===== src/rtl/uart_pkg.sv =====
// Shared definitions for the sample transmitter.
//   - parity-mode constants (PAR_NONE / PAR_EVEN / PAR_ODD)
//   - transmitter state type
//   - ceil_div, used to size the number of frames per sample
package uart_pkg;

    localparam int PAR_NONE = 0;
    localparam int PAR_EVEN = 1;
    localparam int PAR_ODD  = 2;

    typedef enum logic [2:0] {
        ST_IDLE,
        ST_START,
        ST_DATA,
        ST_PARITY,
        ST_STOP,
        ST_GAP
    } tx_state_t;

    function automatic int ceil_div(input int a, input int b);
        return (a + b - 1) / b;
    endfunction

endpackage


===== src/rtl/uart_baud_gen.sv =====
// Bit-time generator for the sample transmitter.
//   clk         in   system clock
//   rst         in   synchronous active-high reset
//   clear       in   restart the bit time (asserted on accept)
//   bit_end     out  high in the last cycle of a bit time (count = CLK_DIV-1)
//   bit_pre_end out  high one cycle before bit_end (count = CLK_DIV-2)
module uart_baud_gen #(
    parameter int CLK_DIV = 5208
) (
    input  logic clk,
    input  logic rst,
    input  logic clear,
    output logic bit_end,
    output logic bit_pre_end
);

    localparam int CW = (CLK_DIV > 2) ? $clog2(CLK_DIV) : 1;
    localparam logic [CW-1:0] CNT_LAST = CW'(CLK_DIV - 1);
    localparam logic [CW-1:0] CNT_PRE  = CW'(CLK_DIV - 2);

    logic [CW-1:0] count;

    always_ff @(posedge clk) begin
        if (rst || clear) begin
            count <= '0;
        end else if (count == CNT_LAST) begin
            count <= '0;
        end else begin
            count <= count + CW'(1);
        end
    end

    assign bit_end     = (count == CNT_LAST);
    assign bit_pre_end = (count == CNT_PRE);

endmodule


===== src/rtl/uart_sample_tx.sv =====
// Serialises a DATA_W-bit sample into NUM_FRAMES tagged 8-bit RS232 frames.
// Each frame: start, 7 payload bits + tag bit (1 only on the last frame),
// optional parity, STOP_BITS stop bits, GAP_BITS idle bits.
//   clk       in   system clock
//   rst       in   synchronous active-high reset
//   din       in   sample to send
//   in_valid  in   sample offered (ignored when FREE_RUN=1)
//   in_ready  out  block can accept a sample
//   tx        out  serial line, idle high
//   busy      out  sample in flight
//   done      out  one-cycle pulse when in_ready returns after a sample
//
// state     | meaning
// ----------+-------------------------------------------------
// ST_IDLE   | line idle, in_ready high, waiting for a sample
// ST_START  | start bit (tx=0)
// ST_DATA   | 8 data bits, LSB first, bit_idx = bit number
// ST_PARITY | parity over the 8 data bits
// ST_STOP   | stop bits, bit_idx counts them
// ST_GAP    | idle-high gap bits, bit_idx counts them
module uart_sample_tx
    import uart_pkg::*;
#(
    parameter int DATA_W    = 12,
    parameter int CLK_DIV   = 5208,
    parameter int PARITY    = 1,
    parameter int STOP_BITS = 1,
    parameter int GAP_BITS  = 1,
    parameter int FREE_RUN  = 0
) (
    input  logic              clk,
    input  logic              rst,
    input  logic [DATA_W-1:0] din,
    input  logic              in_valid,
    output logic              in_ready,
    output logic              tx,
    output logic              busy,
    output logic              done
);

    localparam int NUM_FRAMES = ceil_div(DATA_W, 7);
    localparam int SHADOW_W   = NUM_FRAMES * 7;
    localparam int FW         = (NUM_FRAMES > 1) ? $clog2(NUM_FRAMES) : 1;

    localparam logic [FW-1:0] FRAME_LAST = FW'(NUM_FRAMES - 1);
    localparam logic [3:0]    STOP_LAST  = 4'(STOP_BITS - 1);
    localparam logic [3:0]    GAP_LAST   = 4'((GAP_BITS > 0) ? GAP_BITS - 1 : 0);
    localparam logic          PAR_INV    = (PARITY == PAR_ODD);
    localparam logic          ALWAYS_VALID = (FREE_RUN != 0);

    tx_state_t         state;
    logic [FW-1:0]     frame_idx;
    logic [3:0]        bit_idx;
    logic [SHADOW_W-1:0] shadow;
    logic              par_acc;

    logic              accept;
    logic              bit_end;
    logic              bit_pre_end;
    logic [7:0]        frame_byte;
    logic [2:0]        nxt_idx;
    logic              last_bit;
    logic              final_bit;
    logic              frame_wrap;

    assign accept = (state == ST_IDLE) && in_ready && (in_valid || ALWAYS_VALID);

    uart_baud_gen #(
        .CLK_DIV(CLK_DIV)
    ) u_baud (
        .clk        (clk),
        .rst        (rst),
        .clear      (accept),
        .bit_end    (bit_end),
        .bit_pre_end(bit_pre_end)
    );

    // The shadow shifts down 7 bits per frame, so the current payload is always [6:0].
    assign frame_byte = {(frame_idx == FRAME_LAST), shadow[6:0]};
    assign nxt_idx    = bit_idx[2:0] + 3'd1;

    // last_bit: in the final bit of a frame (last gap bit, or last stop bit if no gap).
    always_comb begin
        last_bit = 1'b0;
        if (GAP_BITS > 0) begin
            last_bit = (state == ST_GAP) && (bit_idx == GAP_LAST);
        end else begin
            last_bit = (state == ST_STOP) && (bit_idx == STOP_LAST);
        end
    end

    // The sample ends one cycle early so in_ready/done land in the last cycle of the
    // final idle-high bit; a back-to-back accept then starts with no extra idle.
    assign final_bit  = last_bit && (frame_idx == FRAME_LAST) && bit_pre_end;
    assign frame_wrap = last_bit && (frame_idx != FRAME_LAST) && bit_end;

    always_ff @(posedge clk) begin
        if (rst) begin
            state     <= ST_IDLE;
            tx        <= 1'b1;
            in_ready  <= 1'b0;
            busy      <= 1'b0;
            done      <= 1'b0;
            frame_idx <= '0;
            bit_idx   <= '0;
            par_acc   <= 1'b0;
            shadow    <= '0;
        end else begin
            done <= 1'b0;
            if (state == ST_IDLE) begin
                tx       <= 1'b1;
                busy     <= 1'b0;
                in_ready <= 1'b1;
                if (accept) begin
                    shadow    <= SHADOW_W'(din);
                    state     <= ST_START;
                    tx        <= 1'b0;
                    in_ready  <= 1'b0;
                    busy      <= 1'b1;
                    frame_idx <= '0;
                    bit_idx   <= '0;
                    par_acc   <= 1'b0;
                end
            end else if (final_bit) begin
                state    <= ST_IDLE;
                tx       <= 1'b1;
                in_ready <= 1'b1;
                busy     <= 1'b0;
                done     <= 1'b1;
            end else if (frame_wrap) begin
                state     <= ST_START;
                tx        <= 1'b0;
                frame_idx <= frame_idx + FW'(1);
                shadow    <= shadow >> 7;
                bit_idx   <= '0;
                par_acc   <= 1'b0;
            end else if (bit_end) begin
                case (state)
                    ST_START: begin
                        state   <= ST_DATA;
                        bit_idx <= '0;
                        tx      <= frame_byte[0];
                        par_acc <= frame_byte[0];
                    end
                    ST_DATA: begin
                        if (bit_idx != 4'd7) begin
                            bit_idx <= bit_idx + 4'd1;
                            tx      <= frame_byte[nxt_idx];
                            par_acc <= par_acc ^ frame_byte[nxt_idx];
                        end else if (PARITY != PAR_NONE) begin
                            state <= ST_PARITY;
                            tx    <= par_acc ^ PAR_INV;
                        end else begin
                            state   <= ST_STOP;
                            bit_idx <= '0;
                            tx      <= 1'b1;
                        end
                    end
                    ST_PARITY: begin
                        state   <= ST_STOP;
                        bit_idx <= '0;
                        tx      <= 1'b1;
                    end
                    ST_STOP: begin
                        tx <= 1'b1;
                        if (bit_idx != STOP_LAST) begin
                            bit_idx <= bit_idx + 4'd1;
                        end else begin
                            state   <= ST_GAP;
                            bit_idx <= '0;
                        end
                    end
                    ST_GAP: begin
                        tx      <= 1'b1;
                        bit_idx <= bit_idx + 4'd1;
                    end
                    default: begin
                        state <= ST_IDLE;
                        tx    <= 1'b1;
                    end
                endcase
            end
        end
    end

endmodule


===== config.mk =====
export PLATFORM = sky130hd
export DESIGN_NAME = uart_sample_tx
export DESIGN_NICKNAME = d
export VERILOG_FILES = /design/src/rtl/uart_pkg.sv /design/src/rtl/uart_baud_gen.sv /design/src/rtl/uart_sample_tx.sv
export SDC_FILE = /design/constraint.sdc
export NUM_CORES = 1
export LEC_CHECK = 0
export CAP_MARGIN = 20
export CORE_UTILIZATION = 57
export CTS_CLUSTER_SIZE = 28
export DETAILED_ROUTE_END_ITERATION = 10
export PLACE_DENSITY_LB_ADDON = 0.2
export SLEW_MARGIN = 5
export SYNTH_ARGS = -nofsm -noshare
export SYNTH_HDL_FRONTEND = slang
export SYNTH_SLANG_ARGS = --single-unit

===== constraint.sdc =====
create_clock -name clk -period 2.6 [get_ports clk]
set_input_delay 0.52 -clock clk [delete_from_list [all_inputs] [get_ports clk]]
set_output_delay 0.52 -clock clk [all_outputs]
set_load 0.05 [all_outputs]

# Word level (Yosys, flattened, before mapping)
# Cells that the tools add are included.
# Widths: inputs -> output; s select.
word_totals:
  register_bits: 40
  latchBits: 0
  ram_bits: 0
  rom_bits: 0
  input_bits: 15
  out_inout_bits: 4
  memories: 0
classes:
  n_addsub: 4
  n_mul: 0
  div_mod_pow: 0
  n_lt_le_gt_ge: 1
  n_eq_ne: 14
  shifts: 0
  mux: 45
  bitwise_logic: 2
  reduce_logical: 24
ops:
  columns: ["operator", "count"]
  rows:
  - ["$mux 14", 4]
  - ["$mux 4", 7]
  - ["$eq 13x13->1 const B", 2]
  - ["$mux 1", 22]
  - ["$mux 3", 7]
  - ["$pmux 4 s4", 1]
  - ["$pmux 3 s5", 1]
  - ["$reduce_and 5->1", 3]
  - ["$add 13x1->13 const B", 1]
  - ["$reduce_bool 4->1", 3]
  - ["$ne 5x5->1 const B", 2]
  - ["$ne 4x4->1 const B", 2]
  - ["$logic_and 1x1->1", 7]
  - ["$eq 3x2->1 const B", 2]
  - ["$eq 3x3->1 const B", 2]
  - ["$reduce_bool 6->1", 1]
  - ["$reduce_or 2->1", 3]
  - ["$add 4x1->4 const B", 1]
  - ["$logic_not 4->1", 1]
  - ["$lt 3x4->1 const B", 1]
  - ["$ne 2x1->1 const B", 2]
  - ["$ne 4x3->1 const B", 1]
  - ["$pmux 1 s2", 2]
  - ["$reduce_bool 2->1", 2]
  - ["10 further kinds", 10]

# Longest topological paths before layout
logic_depth:
  depth_word: 10
  ltp_mapped: 9
  ltp_nobuf: 7

# Modules after synthesis
# From an unflattened synthesis, not the netlist that was laid out.
hier_totals:
  hier_cells: 237
  area_unflattened_um2: 2179.6
by_module_without_submodules:
  columns: ["module", "n_inst", "cells_per_inst", "area_each_um2", "seq_area_each_um2"]
  rows:
  - ["uart_sample_tx", 1, 165, 1540.2, 500.5]
  - ["uart_baud_gen", 1, 72, 639.4, 260.2]

# Least setup slack after synthesis
# Ideal clock, no wire load.
synth_path:
  path_type: "register to register"
  from: "register bit_idx[0]"
  to: "register tx"
  t_arrival_ps: 1845
  required_ps: 2480
  path_slack_ps: 635
  path_stages_with_launch: 8
  cell_sequence: "dfxtp_1 -> inv_1 -> ha_1 -> mux4_2 -> mux2i_1 -> nor2_1 -> o31ai_1 -> o21ai_1"
synth_via:
  elab_chain_len: 9
synth_rtl:
  columns: ["item", "line_no", "source"]
  rows:
  - ["start: declaration", "uart_sample_tx.sv:53", "logic [3:0] bit_idx;"]
  - ["start signal: assignment", "uart_sample_tx.sv:147", "bit_idx <= bit_idx + 4'd1;"]
  - ["start signal: assignment", "uart_sample_tx.sv:167", "bit_idx <= bit_idx + 4'd1;"]
  - ["start signal: assignment", "uart_sample_tx.sv:175", "bit_idx <= bit_idx + 4'd1;"]
  - ["$add 3x1->3", "uart_sample_tx.sv:80", "assign nxt_idx = bit_idx[2:0] + 3'd1;"]
  - ["$bmux 1 s3", "uart_sample_tx.sv:148", "tx <= frame_byte[nxt_idx];"]
  - ["$mux 1 (implied by the code)", "uart_sample_tx.sv:148", null]
  - ["$mux 1", "uart_sample_tx.sv:146", "if (bit_idx != 4'd7) begin"]
  - ["$pmux 1 s2", "uart_sample_tx.sv:138", "case (state)"]
  - ["$mux 1", "uart_sample_tx.sv:137", "end else if (bit_end) begin"]
  - ["$mux 1", "uart_sample_tx.sv:130", "end else if (frame_wrap) begin"]
  - ["$mux 1", "uart_sample_tx.sv:124", "end else if (final_bit) begin"]
  - ["$mux 1", "uart_sample_tx.sv:110", "if (state == ST_IDLE) begin"]
  - ["end signal: assignment", "uart_sample_tx.sv:142", "tx <= frame_byte[0];"]
  - ["end signal: assignment", "uart_sample_tx.sv:148", null]
  - ["end signal: assignment", "uart_sample_tx.sv:152", "tx <= par_acc ^ PAR_INV;"]
  - ["end: declaration", "uart_sample_tx.sv:36", "output logic tx,"]
# Several ways; a longest one is shown, not always the timed one. The select of a mux whose other input is x is not followed.
# A chain may end at the register's enable or synchronous reset.

# Worst setup path after layout
# Ends and elaborated chain as after synthesis.

==> results.py <==
metrics = {
    "drt": {
        "num_vias": 1690,
        "drt_iter0_markers": 134,
        "drc": 0,
        "drt_wl_total_um": 4080,
        "first_pass_iters": 4,
        "drtAntennaViolNets": 0,
        "vias_per_cell": 5.73,
        "post_drt_wl_per_cell_um": 13.8,
    },
    "clock_tree": {
        "cts_tree": "done",
        "cts_buffers": 5,
        "cts_hold_buffers": 0,
        "htree_levels": 2,
        "cts_resized": 0,
        "clk_latency_ps": 290,
        "clockRootBuffer": "clkbuf_8",
        "clk_path_buf_depth": 2,
        "cts_setup_buffers": 0,
        "clk_pin_slew_ps": 70,
        "cts.sinks": 38,
    },
    "global_route": {
        "met2_usage": 0.371,
        "grt_pass1_wl_um": 7310,
        "antenna_found_initial": 0,
        "grt_max_degree": 18,
        "grt_use_met3": 0.0529,
        "grt_pass1_vias": 1581,
        "top_usage_layer": "met2",
        "overflow": 0,
        "grt_util_all_layers": 0.241,
        "use_met1": 0.321,
    },
    "place": {
        "placed_area_mm2": 0.00229,
        "portBuffers": 18,
        "gp_congestion": 0.932,
        "dp_hpwl_um": 3040,
    },
    "job": {
        "max_cap_viol_count": 0,
    },
    "synthesis": {
        "yosysMostFrequentCell": "dfxtp_1",
        "synth_ff_type": "dfxtp_1",
        "synth.top_cells.by_area": "dfxtp_1 (36%), nor2_1 (4.8%), nand2_1 (3.4%)",
        "ys_ff_latch": 38,
        "synth_area_mm2": 0.00210,
        "yosysUniqueCellTypes": 51,
        "syn_nets": 252,
        "avgSynthCellArea_um2": 9.02,
        "async_reset_ff_frac": 0,
        "synth-edff-count": 0,
        "yosysWarnings": 0,
        "synth_commonest_cells": "dfxtp_1 (38), nor2_1 (27), nand2_1 (19)",
        "netlist.area_leader.share": 0.362,
        "ys_seq_area_frac": 0.362,
        "synth_top_cell_by_area": "dfxtp_1",
        "netlist_instances": 233,
    },
    "timing": {
        "finalCritPeriodShare": 0.833,
        "slew_viol_final": 0,
        "skew_ps": 6.28,
        "hold_viol_final": 0,
        "final.min_clock_period_ps": 2160,
        "fmax_mhz": 462,
        "tightest_slew_ps": 490,
        "setup_viol_count_final": 0,
        "setup_tns_ps": 0,
        "relSlewSlack": 0.672,
        "rsz0062_at_grt": "false",
    },
    "pwr": {
        "power_density_mw_per_mm2": 600,
        "p_leak_nw": 0.805,
        "vdd_ir_drop_max_uv": 472,
    },
    "critical_path": {
        "endpoint": "tx",
        "worst-path-max-fanout": 6,
        "crit_path_start_kind": "flop",
        "cp.required_ps": 2790,
        "reg2reg_depth": 7,
        "r2r_setup_slack_ps": 440,
        "crit_arrival_ps": 2350,
        "startpoint": "bit_idx[0]",
        "regToRegStartpoint": "bit_idx[0]",
        "r2r_end": "tx",
        "cp-end-kind": "flop",
        "critPathKind": "flop to flop",
    },
    "finish": {
        "final_layout_size_suffix_gt1_frac": 0.149,
        "syn_to_final_growth_pct": 12.6,
        "stdcell_area_mm2": 0.00237,
        "antennaDiodeCount": 0,
        "nNetsFinal": 268,
    },
    "floorplan": {
        "die_x_um": 62.7,
        "pin_count": 19,
        "dieArea_mm2": 0.00393,
        "start_util": 0.610,
        "core_area_mm2": 0.00344,
        "num_rows": 21,
        "die_y_um": 62.7,
    },
    "outcome": {
        "status": "complete, no violations",
    },
    "hold_path": {
        "hold_path_class": "flop to flop",
    },
}
-- metal layers --
layer	vias up	share of wire	wire, µm
met1	767	0.48	1970
met5	-	0	0
met2	45	0.44	1810
li1	870	-	-
met3	8	0.057	232
met4	0	0.019	77
-- report_power, final --
group          internal (W)  switching, W  leakage (nW)
Combinational      0.000155      0.000210         0.453
Sequential         0.000626     0.0000504         0.309
Clock              0.000180      0.000199        0.0438
-- cell usage in the layout, fill, tap and decap left out, drive strengths merged, types with 3 or more instances in the layout --
master,instances
o211ai,3
dfxtp,38
nand3,15
or3,3
nand2b,3
xor2,7
a211oi,8
and3,4
o21ai,6
ha,4
nor3b,3
xnor2,6
clkbuf,5
clkdlybuf4s50,18
mux2i,7
nand2,21
nor3,4
a21oi,21
nor2b,3
o31ai,3
nand4,5
inv,7
nor2,27
buf,4
-- cells by family after synthesis --
kind of cell | after synthesis | synth area share
DFF | 38 | 0.362
AOI/OAI and AO/OA | 52 | 0.179
adders and majority gates | 4 | 0.0238
xor gates and xnor gates | 13 | 0.0542
and+or+nand+nor | 96 | 0.267
buffers and inverters | 20 | 0.0536
muxes | 10 | 0.0602
-- flip-flops by register name, indices dropped and copies added, names as in the netlist --
name          count
in_ready          1
busy              1
shadow           12
par_acc           1
done              1
frame_idx         1
tx                1
u_baud.count     13
bit_idx           4
state             3
-- layout make-up --
cell class / instances / area, µm²
repair buffers: 22 / 210
inverters: 7 / 26.3
clock buffers: 5 / 68.8
fillers: 291 / 1080
clock inverters: 2 / 10.0
well taps: 46 / 57.6
flip-flops and latches: 38 / 761
multi-input cells: 175 / 1230
-- critical path, stage by stage (launching register included) --
cell     delay [ps]
dfxtp_1         450
inv_1           100
ha_1            370
mux4_2          530
mux2i_1         230
nor2_1           80
o31ai_1         230
o21ai_1          70
-- per-stage QoR --
| stage | utilization | total power, W | hold slack (ps) | setup slack [ps] | std cells |
|---|---|---|---|---|---|
| after global routing | 0.687 | 0.00150 | 481 | 248 | 295 |
| after detailed placement | 0.664 | 0.00106 | 446 | 436 | 288 |
| final | 0.687 | 0.00142 | 457 | 435 | 295 |
| after CTS | 0.687 | 0.00143 | 454 | 431 | 295 |
| after floorplan | - | 0.000969 | 429 | 635 | 233 |
| after global placement | 0.664 | 0.00105 | 447 | 560 | 288 |
-- worst min path at each step --
stage	start	slack, ps	depth (start not counted)	end
after floorplan	shadow[5]	430	2	shadow[5]
after detailed placement	shadow[5]	450	2	shadow[5]
after global routing	shadow[9]	480	2	shadow[9]
after CTS	shadow[5]	450	2	shadow[5]
after global placement	shadow[9]	450	2	shadow[9]
final	shadow[9]	460	2	shadow[9]
No activity file was read; power rests on OpenSTA's default activity.
